**src/rtl/fft_pkg.sv**
```systemverilog
// rtl/fft_pkg.sv - shared constants, stage-1 record type and output field helper
// for the twiddle-multiply sequencer.
package fft_pkg;

  localparam int N_LOG2_DEF = 6;
  localparam int X_W        = 9;
  localparam int W_W        = 10;
  localparam int Y_W        = 20;
  localparam int OUT_W      = 15;
  localparam int TRUN_W     = 3;

  localparam logic signed [W_W-1:0] TW_ONE     = 10'sd256;
  localparam logic [TRUN_W-1:0]     TRUN_ROUND = 3'd4;
  localparam logic [TRUN_W-1:0]     TRUN_NONE  = 3'd0;

  localparam int OUT_SIGN = 19;
  localparam int OUT_MSB  = 16;
  localparam int OUT_LSB  = 3;

  typedef struct packed {
    logic           sof;
    logic           eof;
    logic           bypass;
    logic [X_W-1:0] x_r;
    logic [X_W-1:0] x_i;
  } s1_t;

  // Keep the sign bit and drop y[18:17]: overflow wraps instead of saturating.
  function automatic logic signed [OUT_W-1:0] out_field(input logic signed [Y_W-1:0] y);
    return {y[OUT_SIGN], y[OUT_MSB:OUT_LSB]};
  endfunction

endpackage

```
**src/rtl/tw_mult_sched_if.sv**
```systemverilog
// rtl/tw_mult_sched_if.sv - sample input stream and multiplied output stream
// bundled as one interface.
interface tw_mult_sched_if;
  import fft_pkg::*;

  logic                    in_valid;
  logic                    in_ready;
  logic                    in_sof;
  logic signed [X_W-1:0]   in_r;
  logic signed [X_W-1:0]   in_i;
  logic                    out_valid;
  logic                    out_ready;
  logic                    out_sof;
  logic                    out_eof;
  logic signed [OUT_W-1:0] out_r;
  logic signed [OUT_W-1:0] out_i;

  modport master (
    output in_valid, in_sof, in_r, in_i, out_ready,
    input  in_ready, out_valid, out_sof, out_eof, out_r, out_i
  );

  modport slave (
    input  in_valid, in_sof, in_r, in_i, out_ready,
    output in_ready, out_valid, out_sof, out_eof, out_r, out_i
  );

endinterface

```
**src/rtl/tw_mult_sched_multiplier_tw.sv**
```systemverilog
// rtl/tw_mult_sched_multiplier_tw.sv - combinational complex multiply by the
// twiddle, symmetric rounding and output field extraction.
module multiplier_tw
  import fft_pkg::*;
(
  input  logic signed [X_W-1:0]   x_r,
  input  logic signed [X_W-1:0]   x_i,
  input  logic signed [W_W-1:0]   w_r,
  input  logic signed [W_W-1:0]   w_i,
  input  logic [TRUN_W-1:0]       trun,
  output logic signed [OUT_W-1:0] y_r,
  output logic signed [OUT_W-1:0] y_i
);

  logic signed [Y_W-1:0] xr, xi, wr, wi, t;
  logic signed [Y_W-1:0] sum_r, sum_i, rnd_r, rnd_i;

  always_comb begin
    xr    = {{(Y_W-X_W){x_r[X_W-1]}}, x_r};
    xi    = {{(Y_W-X_W){x_i[X_W-1]}}, x_i};
    wr    = {{(Y_W-W_W){w_r[W_W-1]}}, w_r};
    wi    = {{(Y_W-W_W){w_i[W_W-1]}}, w_i};
    t     = {{(Y_W-TRUN_W){1'b0}}, trun};
    sum_r = xr * wr - xi * wi;
    sum_i = xr * wi + xi * wr;
    // Rounding moves away from zero, so negative sums subtract the constant.
    rnd_r = sum_r[Y_W-1] ? sum_r - t : sum_r + t;
    rnd_i = sum_i[Y_W-1] ? sum_i - t : sum_i + t;
    y_r   = out_field(rnd_r);
    y_i   = out_field(rnd_i);
  end

endmodule

```
**src/rtl/tw_mult_sched.sv**
```systemverilog
// rtl/tw_mult_sched.sv - frame sample counter, twiddle ROM addressing and the
// two-register pipeline around the shared twiddle multiplier.
module tw_mult_sched
  import fft_pkg::*;
#(
  parameter  int N_LOG2  = N_LOG2_DEF,
  localparam int STAGE_W = $clog2(N_LOG2)
) (
  input  logic                  clk,
  input  logic                  rst,
  input  logic [STAGE_W-1:0]    cfg_stage,
  input  logic                  cfg_round,
  tw_mult_sched_if.slave        strm,
  output logic                  tw_en,
  output logic [N_LOG2-2:0]     tw_addr,
  input  logic signed [W_W-1:0] tw_r,
  input  logic signed [W_W-1:0] tw_i,
  output logic                  err_sof
);

  logic                    advance, accept;
  logic [N_LOG2-1:0]       k_q, k_cur, span_mask;
  logic [STAGE_W-1:0]      stage_q, stage_cur, cfg_clamped;
  int                      span_log2;
  s1_t                     s1_q, s1_next;
  logic                    s1_valid;
  logic signed [W_W-1:0]   w_r, w_i;
  logic [TRUN_W-1:0]       trun;
  logic signed [OUT_W-1:0] y_r, y_i;

  always_comb begin
    advance     = !strm.out_valid || strm.out_ready;
    accept      = strm.in_valid && advance;
    cfg_clamped = (int'(cfg_stage) > N_LOG2 - 1) ? STAGE_W'(N_LOG2 - 1) : cfg_stage;
    // An SOF sample is index 0 and already uses the stage it latches.
    k_cur       = strm.in_sof ? '0 : k_q;
    stage_cur   = strm.in_sof ? cfg_clamped : stage_q;
    // The span L is 2**span_log2; bit span_log2 of k selects the half of each 2L block.
    span_log2   = N_LOG2 - 1 - int'(stage_cur);
    span_mask   = ~({N_LOG2{1'b1}} << span_log2);
    tw_addr     = (N_LOG2-1)'(k_cur & span_mask) << stage_cur;

    s1_next.sof    = (k_cur == '0);
    s1_next.eof    = &k_cur;
    s1_next.bypass = ((k_cur >> span_log2) & N_LOG2'(1)) == '0;
    s1_next.x_r    = strm.in_r;
    s1_next.x_i    = strm.in_i;

    w_r  = s1_q.bypass ? TW_ONE : tw_r;
    w_i  = s1_q.bypass ? '0     : tw_i;
    trun = cfg_round ? TRUN_ROUND : TRUN_NONE;
  end

  assign strm.in_ready = advance;
  assign tw_en         = accept;

  multiplier_tw u_multiplier_tw (
    .x_r  (signed'(s1_q.x_r)),
    .x_i  (signed'(s1_q.x_i)),
    .w_r  (w_r),
    .w_i  (w_i),
    .trun (trun),
    .y_r  (y_r),
    .y_i  (y_i)
  );

  always_ff @(posedge clk) begin
    if (rst) begin
      k_q            <= '0;
      stage_q        <= '0;
      err_sof        <= 1'b0;
      s1_valid       <= 1'b0;
      s1_q           <= '0;
      strm.out_valid <= 1'b0;
      strm.out_sof   <= 1'b0;
      strm.out_eof   <= 1'b0;
      strm.out_r     <= '0;
      strm.out_i     <= '0;
    end else if (advance) begin
      s1_valid <= strm.in_valid;
      if (accept) begin
        s1_q <= s1_next;
        k_q  <= k_cur + 1'b1;
        if (strm.in_sof) begin
          stage_q <= cfg_clamped;
          err_sof <= err_sof || (k_q != '0);
        end
      end
      strm.out_valid <= s1_valid;
      strm.out_sof   <= s1_valid && s1_q.sof;
      strm.out_eof   <= s1_valid && s1_q.eof;
      if (s1_valid) begin
        strm.out_r <= y_r;
        strm.out_i <= y_i;
      end
    end
  end

endmodule

```
**src/flat_wrapper.sv**
```systemverilog
// flat-port wrapper written by rule: the top's interface ports become plain ports
module tw_mult_sched_flat import fft_pkg::*;
#(
  parameter  int N_LOG2  = N_LOG2_DEF,
  localparam int STAGE_W = $clog2(N_LOG2)
)
  (clk, rst, cfg_stage, cfg_round, tw_en, tw_addr, tw_r, tw_i, err_sof, strm_in_valid, strm_in_sof, strm_in_r, strm_in_i, strm_out_ready, strm_in_ready, strm_out_valid, strm_out_sof, strm_out_eof, strm_out_r, strm_out_i);
  tw_mult_sched_if strm_i ();
  input  logic clk;
  input  logic rst;
  input  logic [STAGE_W-1:0] cfg_stage;
  input  logic cfg_round;
  output logic tw_en;
  output logic [N_LOG2-2:0] tw_addr;
  input  logic signed [W_W-1:0] tw_r;
  input  logic signed [W_W-1:0] tw_i;
  output logic err_sof;
  input wire logic [$bits(strm_i.in_valid)-1:0] strm_in_valid;
  input wire logic [$bits(strm_i.in_sof)-1:0] strm_in_sof;
  input wire logic [$bits(strm_i.in_r)-1:0] strm_in_r;
  input wire logic [$bits(strm_i.in_i)-1:0] strm_in_i;
  input wire logic [$bits(strm_i.out_ready)-1:0] strm_out_ready;
  output wire logic [$bits(strm_i.in_ready)-1:0] strm_in_ready;
  output wire logic [$bits(strm_i.out_valid)-1:0] strm_out_valid;
  output wire logic [$bits(strm_i.out_sof)-1:0] strm_out_sof;
  output wire logic [$bits(strm_i.out_eof)-1:0] strm_out_eof;
  output wire logic [$bits(strm_i.out_r)-1:0] strm_out_r;
  output wire logic [$bits(strm_i.out_i)-1:0] strm_out_i;
  assign strm_i.in_valid = strm_in_valid;
  assign strm_i.in_sof = strm_in_sof;
  assign strm_i.in_r = strm_in_r;
  assign strm_i.in_i = strm_in_i;
  assign strm_i.out_ready = strm_out_ready;
  assign strm_in_ready = strm_i.in_ready;
  assign strm_out_valid = strm_i.out_valid;
  assign strm_out_sof = strm_i.out_sof;
  assign strm_out_eof = strm_i.out_eof;
  assign strm_out_r = strm_i.out_r;
  assign strm_out_i = strm_i.out_i;
  tw_mult_sched #(.N_LOG2(N_LOG2)) u_core (.clk(clk), .rst(rst), .cfg_stage(cfg_stage), .cfg_round(cfg_round), .strm(strm_i), .tw_en(tw_en), .tw_addr(tw_addr), .tw_r(tw_r), .tw_i(tw_i), .err_sof(err_sof));
endmodule
```
**config.mk**
```make
export PLATFORM = sky130hd
export DESIGN_NAME = tw_mult_sched_flat
export DESIGN_NICKNAME = d
export VERILOG_FILES = /design/src/rtl/fft_pkg.sv /design/src/rtl/tw_mult_sched_if.sv /design/src/rtl/tw_mult_sched_multiplier_tw.sv /design/src/rtl/tw_mult_sched.sv /design/src/flat_wrapper.sv
export SDC_FILE = /design/constraint.sdc
export NUM_CORES = 1
export LEC_CHECK = 0
export CAP_MARGIN = 20
export CORE_ASPECT_RATIO = 0.7
export CORE_MARGIN = 8
export CORE_UTILIZATION = 30
export CTS_CLUSTER_DIAMETER = 100
export DETAILED_ROUTE_END_ITERATION = 7
export PLACE_DENSITY = 0.51
export SYNTH_ARGS = -nofsm -noshare
export SYNTH_HDL_FRONTEND = slang
export SYNTH_SLANG_ARGS = --single-unit
```
**constraint.sdc**
```tcl
create_clock -name clk -period 14.25 [get_ports clk]
set_input_delay 3.5625 -clock clk [delete_from_list [all_inputs] [get_ports clk]]
set_output_delay 3.5625 -clock clk [all_outputs]
set_load 0.01 [all_outputs]
```
==> flow_summary_export.csv <==
group,metric,value,unit
status,outcome,"finished clean",
layout,final_net_count,2821,
synth,yosysWarnings,0,
layout,area_growth,11.6,%
setup_path,end_kind,"register",
drt,num_vias,14500,
placed_design,gp_congestion,0.912,
cts,post_cts_resized,0,
layout,layout.cells.non_filler,3049,
global_route,overflow,0,
cts,htree_levels,3,
setup_path,setup.worst_path.end,"u_core.strm.out_i[13]$_SDFFE_PP0P_",
placed_design,preCtsSetupSlack,0.772,ns
drt,drc,0,
sta,rsz0062_at_grt,"no",
placed_design,dp_hpwl,44800,µm
placed_design,dpl-instance-area,0.0208,mm²
setup_path,worstSetupPathType,"input pin to register",
setup_path,cpPeakStageDelay,0.67,ns
synth,syn_nets,2777,
cts,cts_hold_buf,0,
placed_design,port_buffers,87,
synth,synth_flop_cell,"dfxtp_1",
placed_design,dp_cells,3029,
sta,setup_slack,1.06,ns
cts,postCtsSetupRepairBufs,0,
global_route,track_usage,0.161,
setup_path,r2r_cells,29,
sta,setup_tns,0,ns
synth,synth_top_family_by_area,"adder cells",
cts,cts.sinks,65,
synth,yosysSeqAreaShare,0.0685,
sta,tightestPinTransition,1.08,ns
setup_path,rr_endpoint,"u_core.strm.out_r[13]$_SDFFE_PP0P_",
floorplan,start_util,0.302,
global_route,grt_pass1_vias,15200,
synth,synth_top_area_frac,0.404,
synth,postSynth.asyncResetShare,0,
sta,period_minus_slack,13.19,ns
setup_path,critPathTopFamily,"adder cells",
synth,synth-xor-area-share,0.0376,
synth,synth_cell_types,79,
cts,clk_latency,0.34,ns
synth,synth-compound-area-share,0.0843,
layout,multi_input_area,0.0157,mm²
setup_path,critPathSlowestCell,"nor2b_1",
setup_path,crit_buf_inv,5,
sta,setup_viol,0,
synth,ys_ff_latch,65,
setup_path,cp-startpoint,"tw_i[8]",
sta,max_freq,75.8,MHz
floorplan,placementRows,77,
layout,fin_area,0.0212,mm²
synth,synth_cells,2168,
setup_path,crit_path_frequent_cell,"fa_1",
floorplan,dieArea,0.0717,mm²
floorplan,die_w,317,µm
floorplan,coreArea,0.0629,mm²
min_path,hold_class,"register to register",
setup_path,startpoint_type,"input pin",
setup_path,critPathMaxFanout,16,
synth,synth_commonest_cells,"inv_1, fa_1, nand2_1, and2_1, ha_1",
cts,path_clk_slew,0.06,ns
drt,drt-initial-drc-count,1000,
global_route,grt_pass1_wl,90300,µm
drt,wl,56300,µm
drt,drt-pass1-iter-count,5,
sta,post-route-period-util,0.925,
cts,cts_made_buffers,9,
sta,relSlewSlack,0.275,
synth,yosysMostFrequentCell,"inv_1",
cts,cts-root-buf,"clkbuf_16",
synth,synth_area_leaders,"fa_1, ha_1, inv_1",
synth,yosys.area.top_type,"fa_1",
synth,postSynthAreaPerCell,8.76,µm²
layout,drive_gt1_frac,0.0365,
sta,finalMaxSlewViolations,0,
flow_run,drv_cap,0,
cts,clk_path_buf_depth,2,
floorplan,pin_count,88,
sta,finClkSkew,0.0131,ns
setup_path,crit_cells,31,
synth,synthSimpleGateAreaFrac,0.178,
synth,synth_adder_area_share,0.522,
sta,final_hold_viol_count,0,
global_route,antenna_found_initial,0,
setup_path,crit_arrival,13.45,ns
drt,ant_nets,0,
cts,cts_tree,"done",
layout,nFillCells,6492,
global_route,grt_max_degree,68,
setup_path,reg2reg_from,"u_core.s1_q[8]$_SDFFE_PP0P_",
drt,vias_per_cell,4.76,
synth,synth_mux_area_frac,0.00718,
synth,syn-cell-area,0.0190,mm²
layout,regArea,0.00130,mm²
setup_path,crit_required,14.51,ns
floorplan,die_h,226,µm
synth,synth_edf_count,0,
setup_path,ff2ff_setup_slack,3.94,ns
drt,routedWlPerCell,18.5,µm
==> area by class of cell <==
| cell class | instances | share of cell area |
|---|---|---|
| Multi-Input combinational cell | 1584 | 0.742 |
| Inverter | 422 | 0.0747 |
| Sequential cell | 65 | 0.0614 |
| Timing Repair Buffer | 130 | 0.0561 |
| Tap cell | 829 | 0.0489 |
| Clock buffer | 10 | 0.0108 |
| Clock inverter | 6 | 0.00549 |
| Antenna cell | 3 | 0.000354 |
==> worst register-to-register path: cells and delay by family, from the launching register on <==
kind | cells | cell delay (ns)
AO/OA/AOI/OAI | 10 | 2.55
adder cells (fa/ha/maj) | 9 | 3.63
XOR/XNOR | 1 | 0.39
flip-flops | 1 | 0.77
AND/OR/NAND/NOR | 6 | 1.61
buffers and inverters | 3 | 1.27
==> metrics by stage <==
step,utilization,hold WS [ns]
final,0.337,0.454
after global routing,0.337,0.465
after CTS,0.337,0.454
after floorplan,-,0.432
after detailed placement,0.331,0.446
after global placement,0.331,0.437
==> kinds of logic (layout without fill, tap and decap cells) <==
kind of cell	after synthesis	in the layout
flops	65	65
xor+xnor	79	79
fa+ha+maj	562	562
mux	11	11
compound gates	251	251
other cells	0	3
simple gates	681	681
buf+inv	519	568
==> sequential cells by signal, summed over array words and instances, names as in the netlist, 3 cells and up <==
signal and cells:
u_core.k_q 6, u_core.s1_q 21, u_core.stage_q 3, u_core.strm.out_i 15, u_core.strm.out_r 15
==> worst min-delay path by stage <==
stage	startpoint	endpoint	slack, ns	cells past startpoint
floorplan	u_core.s1_q[20]$_SDFFE_PP0P_	u_core.s1_q[20]$_SDFFE_PP0P_	0.43	2
global placement	u_core.strm.out_i[0]$_SDFFE_PP0P_	u_core.strm.out_i[0]$_SDFFE_PP0P_	0.44	2
detailed placement	u_core.strm.out_r[6]$_SDFFE_PP0P_	u_core.strm.out_r[6]$_SDFFE_PP0P_	0.45	2
CTS	u_core.strm.out_i[9]$_SDFFE_PP0P_	u_core.strm.out_i[9]$_SDFFE_PP0P_	0.45	2
global route	u_core.strm.out_i[11]$_SDFFE_PP0P_	u_core.strm.out_i[11]$_SDFFE_PP0P_	0.47	2
finish	u_core.strm.out_i[0]$_SDFFE_PP0P_	u_core.strm.out_i[0]$_SDFFE_PP0P_	0.45	2
==> layout by cell type, fill, tap and decap left out, types with 6 or more instances in the layout <==
master           synthesis  layout
inv_1                  419     419
fa_1                   383     383
nand2_1                258     258
and2_1                 190     190
ha_1                   179     179
nor2_1                  92      92
a21oi_1                 91      91
clkdlybuf4s50_1          0      86
xnor2_1                 66      66
dfxtp_1                 65      65
o21ai_0                 45      45
buf_4                    0      43
nor2b_1                 30      30
nand3_1                 22      22
nor3_1                  20      20
o21a_1                  18      18
a211oi_1                16      16
nand2b_1                14      14
xor2_1                  11      11
a31oi_1                 10      10
nor4_1                   9       9
clkbuf_16                0       9
mux2i_1                  8       8
and3_1                   8       8
a21o_1                   6       6
o211ai_1                 6       6
==> layer usage <==
layer  up-vias  track usage  routed length, µm
li1       6766            -                  -
met1      7286        0.258              29500
met2       421        0.225              22400
met3        28       0.0323               3940
met4         0       0.0168                437
met5         -      0.00206                  0
Power is not shown: default switching activity piles up to over one toggle a cycle in this logic, so the estimate is an artifact.
==> edit: new RTL, config.mk and constraints unchanged <==
Reset style: asynchronous (`rst`), changed in one clocked block.
--- a/src/rtl/tw_mult_sched.sv
+++ b/src/rtl/tw_mult_sched.sv
@@ -66,3 +66,3 @@
 
-  always_ff @(posedge clk) begin
+  always_ff @(posedge clk or posedge rst) begin
     if (rst) begin
Check against the original RTL: not equivalent (Yosys sat finds a counterexample within 4 cycles, from zero or initial values and one cycle with rst high; the reset may be asserted at any time).
==> edit against the unedited design <==
  * Design area rose by 0.73%
  * Worst setup slack improved by 0.28 ns
  * Synthesized cell count fell by 1.3%
  * Synthesized area rose by 1.1%
  * Via count fell by 2.6%
  * Wire length fell by 9.4%
  * Sequential cell count did not move
  * Critical endpoint is now u_core.strm.out_r[14]$_DFFE_PP0P_
  * Highest routed layer unchanged
Power is not shown: default switching activity piles up to over one toggle a cycle in this logic, so the estimate is an artifact.
==> edit: results (changes against the unedited design) <==
[run_status]
status = finished, final reports clean

[drt]
met3WireLength_um = 1950  ; -50%
vias_per_cell = 4.68  ; -1.7%
wl_um = 51000  ; -9.4%
drt-met1-wl_um = 24900  ; -16%
drt_iter0_drc = 766  ; -23%
vias = 14128  ; -2.6%

[place]
placedCellCount = 3005  ; -0.79%
dp_slack_ns = 0.981  ; +0.209 ns
place_congestion = 0.835  ; -8.5%
place_hpwl_um = 41900  ; -6.5%

[setup_path]
critPathMaxFanout = 17  ; +1
ff2ff_setup_slack_ns = 4.33  ; +0.39 ns
max_stage_delay_ns = 0.61  ; -0.06 ns

[timing]
relSlewSlack_pct = 27.6  ; +0.10 points
fin_skew_ns = 0.0255  ; +0.0124 ns

[finish]
drive_above_1_share_pct = 3.70  ; +0.042 points
nNetsFinal = 2796  ; -0.89%

[global_route]
first_global_vias = 15444  ; +1.8%
grt_pass1_wl_um = 83500  ; -7.4%
grt_max_degree = 61  ; -10%
grt_use_met1_pct = 20.0  ; -5.7 points

[yosys]
synthFlopType = dfrtp_1
synthTopCellsByArea = fa_1, ha_1, dfrtp_1
synthArstFlopShare_pct = 100  ; +100 points
synth_cells = 2140  ; -1.3%
synth_cell_types = 78  ; -1.3%
netlist_top_cells_count = inv_1, fa_1, nand2_1
seq_area_frac_synth_pct = 8.47  ; +1.6 points

[clocking]
insertion_delay_ns = 0.39  ; +0.05 ns

[min_path]
hp-start = u_core.strm.out_i[2]$_DFFE_PP0P_

## edit: logic make-up (layout without fill, tap and decap cells)
kind of cell,Yosys count,after routing,share of synthesized area (%)
DFF,65,65,8.47
muxes,12,12,0.737
adders and majority gates,563,563,51.7
AOI/OAI and AO/OA,225,225,7.84
other,0,1,0
xor gates and xnor gates,82,82,3.82
and+or+nand+nor,671,671,17.1
buffers and inverters,522,574,10.3
## edit: final cells by class
| class | count | area (µm²) |
|---|---|---|
| clock inverters | 7 | 85.1 |
| fillers | 6547 | 41900 |
| well taps | 829 | 1040 |
| diodes | 1 | 2.50 |
| repair buffers | 125 | 1160 |
| multi-input cells | 1553 | 15600 |
| flip-flops and latches | 65 | 1630 |
| clock buffers | 9 | 225 |
| inverters | 433 | 1630 |
## edit: worst register-to-register path, delay by kind of cell, from the launching register on
kind / cells / cell delay [ns]
compound gates: 9 / 2.05
xor+xnor: 1 / 0.16
fa+ha+maj: 9 / 4.09
buf+inv: 7 / 1.07
flops: 1 / 0.46
simple gates: 7 / 1.93
